--- src/rtl/linear_proj_pkg.sv ---
// Shared sizing constants and the loader FSM state type for the linear projection datapath.
package linear_proj_pkg;

  localparam int unsigned WIDTH_A        = 8;
  localparam int unsigned CHUNK_SIZE     = 4;
  localparam int unsigned NUM_CORES_A    = 1;
  localparam int unsigned DATA_WIDTH_A   = WIDTH_A * CHUNK_SIZE * NUM_CORES_A;
  localparam int unsigned NUM_A_ELEMENTS = 8;
  localparam int unsigned ADDR_WIDTH_A   = 4;

  typedef enum logic [1:0] {
    LD_IDLE,
    LD_LOAD,
    LD_FLUSH,
    LD_DONE
  } loader_state_t;

endpackage

--- src/rtl/in_mat_stream_loader.sv ---
// Streams matrix A words in over valid/ready and writes them as even/odd pairs through two
// write ports (even address on port A, odd on port B). An odd word count ends with a port-A-only
// tail write. Optional macro IN_MAT_LOADER_STATS_EN adds the out_load_cycles counter output.
module in_mat_stream_loader
  import linear_proj_pkg::*;
#(
  parameter int unsigned DATA_WIDTH = DATA_WIDTH_A,
  parameter int unsigned ADDR_WIDTH = ADDR_WIDTH_A,
  parameter int unsigned NUM_WORDS  = NUM_A_ELEMENTS
) (
  input  logic                  clk,
  input  logic                  rst_n,
  input  logic                  in_start,
  input  logic                  s_valid,
  input  logic [DATA_WIDTH-1:0] s_data,
  output logic                  s_ready,
  output logic                  in_mat_ena,
  output logic                  in_mat_wea,
  output logic [ADDR_WIDTH-1:0] in_mat_wr_addra,
  output logic [DATA_WIDTH-1:0] in_mat_dina,
  output logic                  in_mat_enb,
  output logic                  in_mat_web,
  output logic [ADDR_WIDTH-1:0] in_mat_wr_addrb,
  output logic [DATA_WIDTH-1:0] in_mat_dinb,
  output logic                  out_busy,
  output logic                  out_done
`ifdef IN_MAT_LOADER_STATS_EN
  ,
  output logic [31:0]           out_load_cycles
`endif
);

  // Wide enough to hold NUM_WORDS itself, so the counter never wraps within a load.
  localparam int unsigned CntW = $clog2(NUM_WORDS + 1);
  localparam logic [CntW-1:0] LastIdx = CntW'(NUM_WORDS - 1);

  loader_state_t         state_q;
  logic [CntW-1:0]       wcnt_q;
  logic [DATA_WIDTH-1:0] hold_q;
  logic                  s_ready_q;
  logic                  busy_q;
  logic                  done_q;
  logic                  ena_q;
  logic                  enb_q;
  logic [ADDR_WIDTH-1:0] addra_q;
  logic [ADDR_WIDTH-1:0] addrb_q;
  logic [DATA_WIDTH-1:0] dina_q;
  logic [DATA_WIDTH-1:0] dinb_q;

  logic                  handshake;
  logic [CntW-1:0]       wcnt_prev;

  assign handshake = s_valid & s_ready_q & (state_q == LD_LOAD);
  assign wcnt_prev = wcnt_q - CntW'(1);

  // Single FSM: sequencing, word counter, even-word holding register and registered write ports.
  always_ff @(posedge clk or negedge rst_n) begin
    if (!rst_n) begin
      state_q   <= LD_IDLE;
      wcnt_q    <= '0;
      hold_q    <= '0;
      s_ready_q <= 1'b0;
      busy_q    <= 1'b0;
      done_q    <= 1'b0;
      ena_q     <= 1'b0;
      enb_q     <= 1'b0;
      addra_q   <= '0;
      addrb_q   <= '0;
      dina_q    <= '0;
      dinb_q    <= '0;
    end else begin
      // Enables and done are pulses; addresses and data hold between writes.
      ena_q  <= 1'b0;
      enb_q  <= 1'b0;
      done_q <= 1'b0;
      unique case (state_q)
        LD_IDLE: begin
          if (in_start) begin
            wcnt_q    <= '0;
            state_q   <= LD_LOAD;
            s_ready_q <= 1'b1;
            busy_q    <= 1'b1;
          end
        end
        LD_LOAD: begin
          if (handshake) begin
            wcnt_q <= wcnt_q + CntW'(1);
            if (!wcnt_q[0]) begin
              hold_q <= s_data;
              // Odd word count: the last word has no partner, write it alone on port A.
              if (wcnt_q == LastIdx) begin
                ena_q   <= 1'b1;
                addra_q <= ADDR_WIDTH'(wcnt_q);
                dina_q  <= s_data;
              end
            end else begin
              ena_q   <= 1'b1;
              enb_q   <= 1'b1;
              addra_q <= ADDR_WIDTH'(wcnt_prev);
              dina_q  <= hold_q;
              addrb_q <= ADDR_WIDTH'(wcnt_q);
              dinb_q  <= s_data;
            end
            if (wcnt_q == LastIdx) begin
              state_q   <= LD_FLUSH;
              s_ready_q <= 1'b0;
            end
          end
        end
        LD_FLUSH: begin
          state_q <= LD_DONE;
          busy_q  <= 1'b0;
          done_q  <= 1'b1;
        end
        LD_DONE: begin
          state_q <= LD_IDLE;
        end
        default: begin
          state_q <= LD_IDLE;
        end
      endcase
    end
  end

  assign s_ready         = s_ready_q;
  assign in_mat_ena      = ena_q;
  assign in_mat_wea      = ena_q;
  assign in_mat_wr_addra = addra_q;
  assign in_mat_dina     = dina_q;
  assign in_mat_enb      = enb_q;
  assign in_mat_web      = enb_q;
  assign in_mat_wr_addrb = addrb_q;
  assign in_mat_dinb     = dinb_q;
  assign out_busy        = busy_q;
  assign out_done        = done_q;

`ifdef IN_MAT_LOADER_STATS_EN
  logic [31:0] cycles_q;

  // Saturating count of LOAD..DONE cycles; cleared only by an accepted start.
  always_ff @(posedge clk or negedge rst_n) begin
    if (!rst_n) begin
      cycles_q <= '0;
    end else if (state_q == LD_IDLE) begin
      if (in_start) begin
        cycles_q <= '0;
      end
    end else if (cycles_q != '1) begin
      cycles_q <= cycles_q + 32'd1;
    end
  end

  assign out_load_cycles = cycles_q;
`endif

endmodule

--- config.mk ---
export PLATFORM = sky130hd
export DESIGN_NAME = in_mat_stream_loader
export DESIGN_NICKNAME = d
export VERILOG_FILES = /design/src/rtl/linear_proj_pkg.sv /design/src/rtl/in_mat_stream_loader.sv
export SDC_FILE = /design/constraint.sdc
export NUM_CORES = 1
export LEC_CHECK = 0
export ABC_CLOCK_PERIOD_IN_PS = 2400
export BUFFER_PORTS_ARGS = -buffer_cell sky130_fd_sc_hd__buf_2
export CORE_AREA = 2 2 132 134
export CTS_CLUSTER_DIAMETER = 50
export CTS_CLUSTER_SIZE = 30
export DETAILED_ROUTE_END_ITERATION = 16
export DIE_AREA = 0 0 134 136
export SLEW_MARGIN = 10
export SYNTH_ARGS = -nofsm -noshare
export SYNTH_HDL_FRONTEND = slang
export SYNTH_SLANG_ARGS = --single-unit
--- constraint.sdc ---
create_clock -name clk -period 2.4 [get_ports clk]
set_input_delay 0.36 -clock clk [delete_from_list [all_inputs] [get_ports clk]]
set_output_delay 0.36 -clock clk [all_outputs]
set_load 0.05 [all_outputs]
==> flow_summary.ini <==
[clock_network]
ctsResizeCount = 0
cts.sinks = 114
clk_latency_ps = 410
cts_setup_buffers = 0
numCtsBuffers = 17
cts_tree = done
clk_pin_slew_ps = 50
htree_levels = 4
cts_hold_buf = 1
cts_buffer_depth = 2
clock-root-buffer = clkbuf_16

[pwr]
clkPwrFrac_pct = 23.5
power.share.switching_pct = 43.7
p_per_area_mw_per_mm2 = 1640
seq_power_share_pct = 32.1
switching_power_mw = 4.51
intPower_mw = 5.81
ir_drop_mv = 0.756
p_comb_share_pct = 44.4
cellLeakagePower_nw = 3.23

[worst_setup_path]
critPathBufInv = 2
crit_chain = inv_1 > ha_1 > nand3_2 > a21oi_4 > buf_12 > mux2_2
critPathLaunch = state_q[1]
worst-setup-path-type = reg2reg
critPathTopFamily = adder cells
slowest_stage = ha_1
arrival_ps = 2320
worstPathRequired_ps = 2690
start_kind = flip-flop
critPathMaxFanout = 28
timing.rr.start = state_q[1]
worstSetupEndpointType = flip-flop
cp_slowest_stage_delay_ps = 450

[timing]
relSlewSlack_pct = 66.0
period_needed_ps = 2030
min_period_over_period_pct = 84.8
final-max-slew-violation-count = 0
final_hold_viol_count = 0
fin_worst_skew_ps = 7.71
final.setup.worst_slack_ps = 366
fin_setup_tns_ps = 0
setup_violations = 0
fmax_mhz = 492
rsz0062_at_grt = no
worstMarginPinSlew_ps = 495

[placed_design]
gp_congestion = 0.766
place_ws_ps = 396
place.port_buffers = 113
hpwl_um = 7780

[layout]
diodes = 0
area_growth_syn_to_layout_pct = 27.8
fillers = 1639
drive_gt1_share_pct = 48.5
final_nets = 555

[flow_run]
max_cap_viol_count = 0

[routing]
drt_iter0_drc = 184
wl_per_cell_um = 15.6
totalWireLength_um = 11700
routed_via_density = 4.44
dr.pass1.iters = 4
via_count = 3329
drc = 0
ant_nets = 0

[synthesis]
ys_warn_count = 0
yosysSeqAreaShare_pct = 58.0
synth_fp_nets = 432
synth_area_mm2 = 0.00492
ys_types = 36
postSynthAreaPerCell_um2 = 12.6
synth_cells = 390
ys_ff_latch = 114

[floorplanning]
num_rows = 48
initial_core_util_pct = 29.1
ios = 115
core_area_mm2 = 0.0169
die-area_mm2 = 0.0182
die_w_um = 134
die_h_um = 136

[global_route]
grt_first_pass_wirelength_um = 18700
grt_overflow = 0
antenna_found_initial = 0
grt_usage_pct = 13.5
grt_pass1_vias = 3552
grt_max_degree = 48

[hold_path]
min_from = s_data[5]
hold_path.class = in2reg

[outcome]
outcome = complete, no violations
==> layout make-up <==
cell class	instances	area (µm²)	share of cell area, %
clock inverter	6	80.1	1.27
timing repair buffer	125	686	10.9
sequential	114	2850	45.4
clock buffer	24	482	7.66
multi-input combinational	246	1870	29.7
tap	225	282	4.48
inverter	9	33.8	0.538
==> cell usage after synthesis <==
| library cell | n | area [µm²] |
|---|---|---|
| mux2_2 | 91 | 1020 |
| o311ai_1 | 1 | 8.76 |
| nor4_1 | 1 | 6.26 |
| mux2i_1 | 2 | 20.0 |
| ha_1 | 6 | 75.1 |
| conb_1 | 1 | 3.75 |
| o21ai_0 | 7 | 35.0 |
| a211oi_1 | 1 | 7.51 |
| mux2_4 | 4 | 60.1 |
| o31ai_1 | 2 | 15.0 |
| nand3_2 | 1 | 10.0 |
| o32a_1 | 1 | 10.0 |
| nand2_1 | 108 | 405 |
| nor2b_1 | 1 | 6.26 |
| a21oi_4 | 1 | 16.3 |
| nand3b_4 | 1 | 20.0 |
| inv_1 | 7 | 26.3 |
| buf_8 | 3 | 45.0 |
| a22o_1 | 1 | 8.76 |
| o21ba_2 | 1 | 10.0 |
| mux2_1 | 3 | 33.8 |
| a222oi_1 | 1 | 10.0 |
| clkbuf_1 | 3 | 11.3 |
| a211o_1 | 1 | 8.76 |
| buf_2 | 7 | 35.0 |
| inv_2 | 1 | 3.75 |
| nand4_2 | 1 | 12.5 |
| buf_6 | 4 | 45.0 |
| buf_4 | 4 | 30.0 |
| clkinv_1 | 1 | 3.75 |
| a21boi_0 | 1 | 7.51 |
| dfrtp_1 | 114 | 2850 |
| o2bb2ai_1 | 1 | 8.76 |
| or2_2 | 1 | 6.26 |
| nand2b_1 | 4 | 25.0 |
| nand3_1 | 2 | 10.0 |
==> cell usage in the layout, fill, tap and decap left out, types with 2 or more instances in the layout <==
cell / count
clkinv_2: 4
mux2_1: 3
ha_1: 6
clkbuf_1: 4
clkbuf_8: 3
bufinv_16: 2
nand2b_1: 3
clkbuf_16: 17
buf_2: 112
inv_1: 7
mux2_4: 4
nand3_1: 2
mux2i_1: 2
o31ai_1: 2
nand2_1: 108
dfrtp_1: 113
o21ai_0: 7
mux2_2: 91
buf_4: 10
buf_12: 2
==> through the flow <==
step	hold slack (ps)	instance area (µm²)	utilization, %	total power [mW]	std cells
2_1_floorplan	64.4	4920	-	6.86	390
3_3_place_gp	307	5710	33.9	7.83	718
3_5_place_dp	314	5710	33.9	7.96	718
4_1_cts	155	6280	37.2	10.5	749
5_1_grt	178	6280	37.2	10.9	749
6_report	176	6280	37.2	10.3	749
==> kinds of logic (layout without fill, tap and decap cells) <==
group	after synthesis	after routing	synth area share (%)
flip-flops	114	114	58.0
multiplexers	100	100	23.1
buffers and inverters	30	164	4.07
AND/OR/NAND/NOR	120	120	10.2
adder cells (fa/ha/maj)	6	6	1.53
AO/OA/AOI/OAI	19	19	2.98
other	1	1	0.0762
==> routing by layer <==
| layer | part of all wire (%) | wire length (µm) | global-route usage (%) |
|---|---|---|---|
| met4 | 0.89 | 104 | 4.85 |
| met3 | 6.5 | 761 | 5.33 |
| met5 | 0 | 0 | 0 |
| met2 | 48 | 5630 | 22.3 |
| met1 | 44 | 5150 | 16.2 |
==> path summary, 6_finish.rpt <==
path	end	slack [ps]	cells after the start
setup / recovery	in_mat_dina[13]	370	6
hold / removal	in_mat_dinb[5]	180	3
setup reg to reg	in_mat_dina[13]	370	6
hold reg to reg	in_mat_dinb[20]	460	2
max in group asynchronous	in_mat_dinb[24]	1350	3
min in group asynchronous	in_mat_dinb[23]	420	2
==> registers in the layout (all words and copies together), names as in the netlist <==
| signal | flops |
|---|---|
| hold_q | 32 |
| in_mat_dina | 32 |
| in_mat_dinb | 32 |
| in_mat_wr_addrb | 4 |
| wcnt_q | 4 |
| in_mat_wr_addra | 3 |
| state_q | 2 |
| in_mat_ena | 1 |
| in_mat_enb | 1 |
| out_busy | 1 |
| out_done | 1 |
| s_ready | 1 |
==> power by group through the flow <==
stage | Clock, mW | Sequential [mW] | Combinational [mW]
floorplan | 0 | 5.36 | 1.49
global placement | 0 | 3.30 | 4.53
detailed placement | 0 | 3.34 | 4.62
CTS | 2.49 | 3.32 | 4.64
global route | 2.58 | 3.43 | 4.89
finish | 2.42 | 3.31 | 4.58
==> tightest hold or removal path: stages <==
cell and delay, ps:
buf_2 100, nand2_1 50, nand2_1 50
Note: power is estimated with default switching activity, not from simulation.
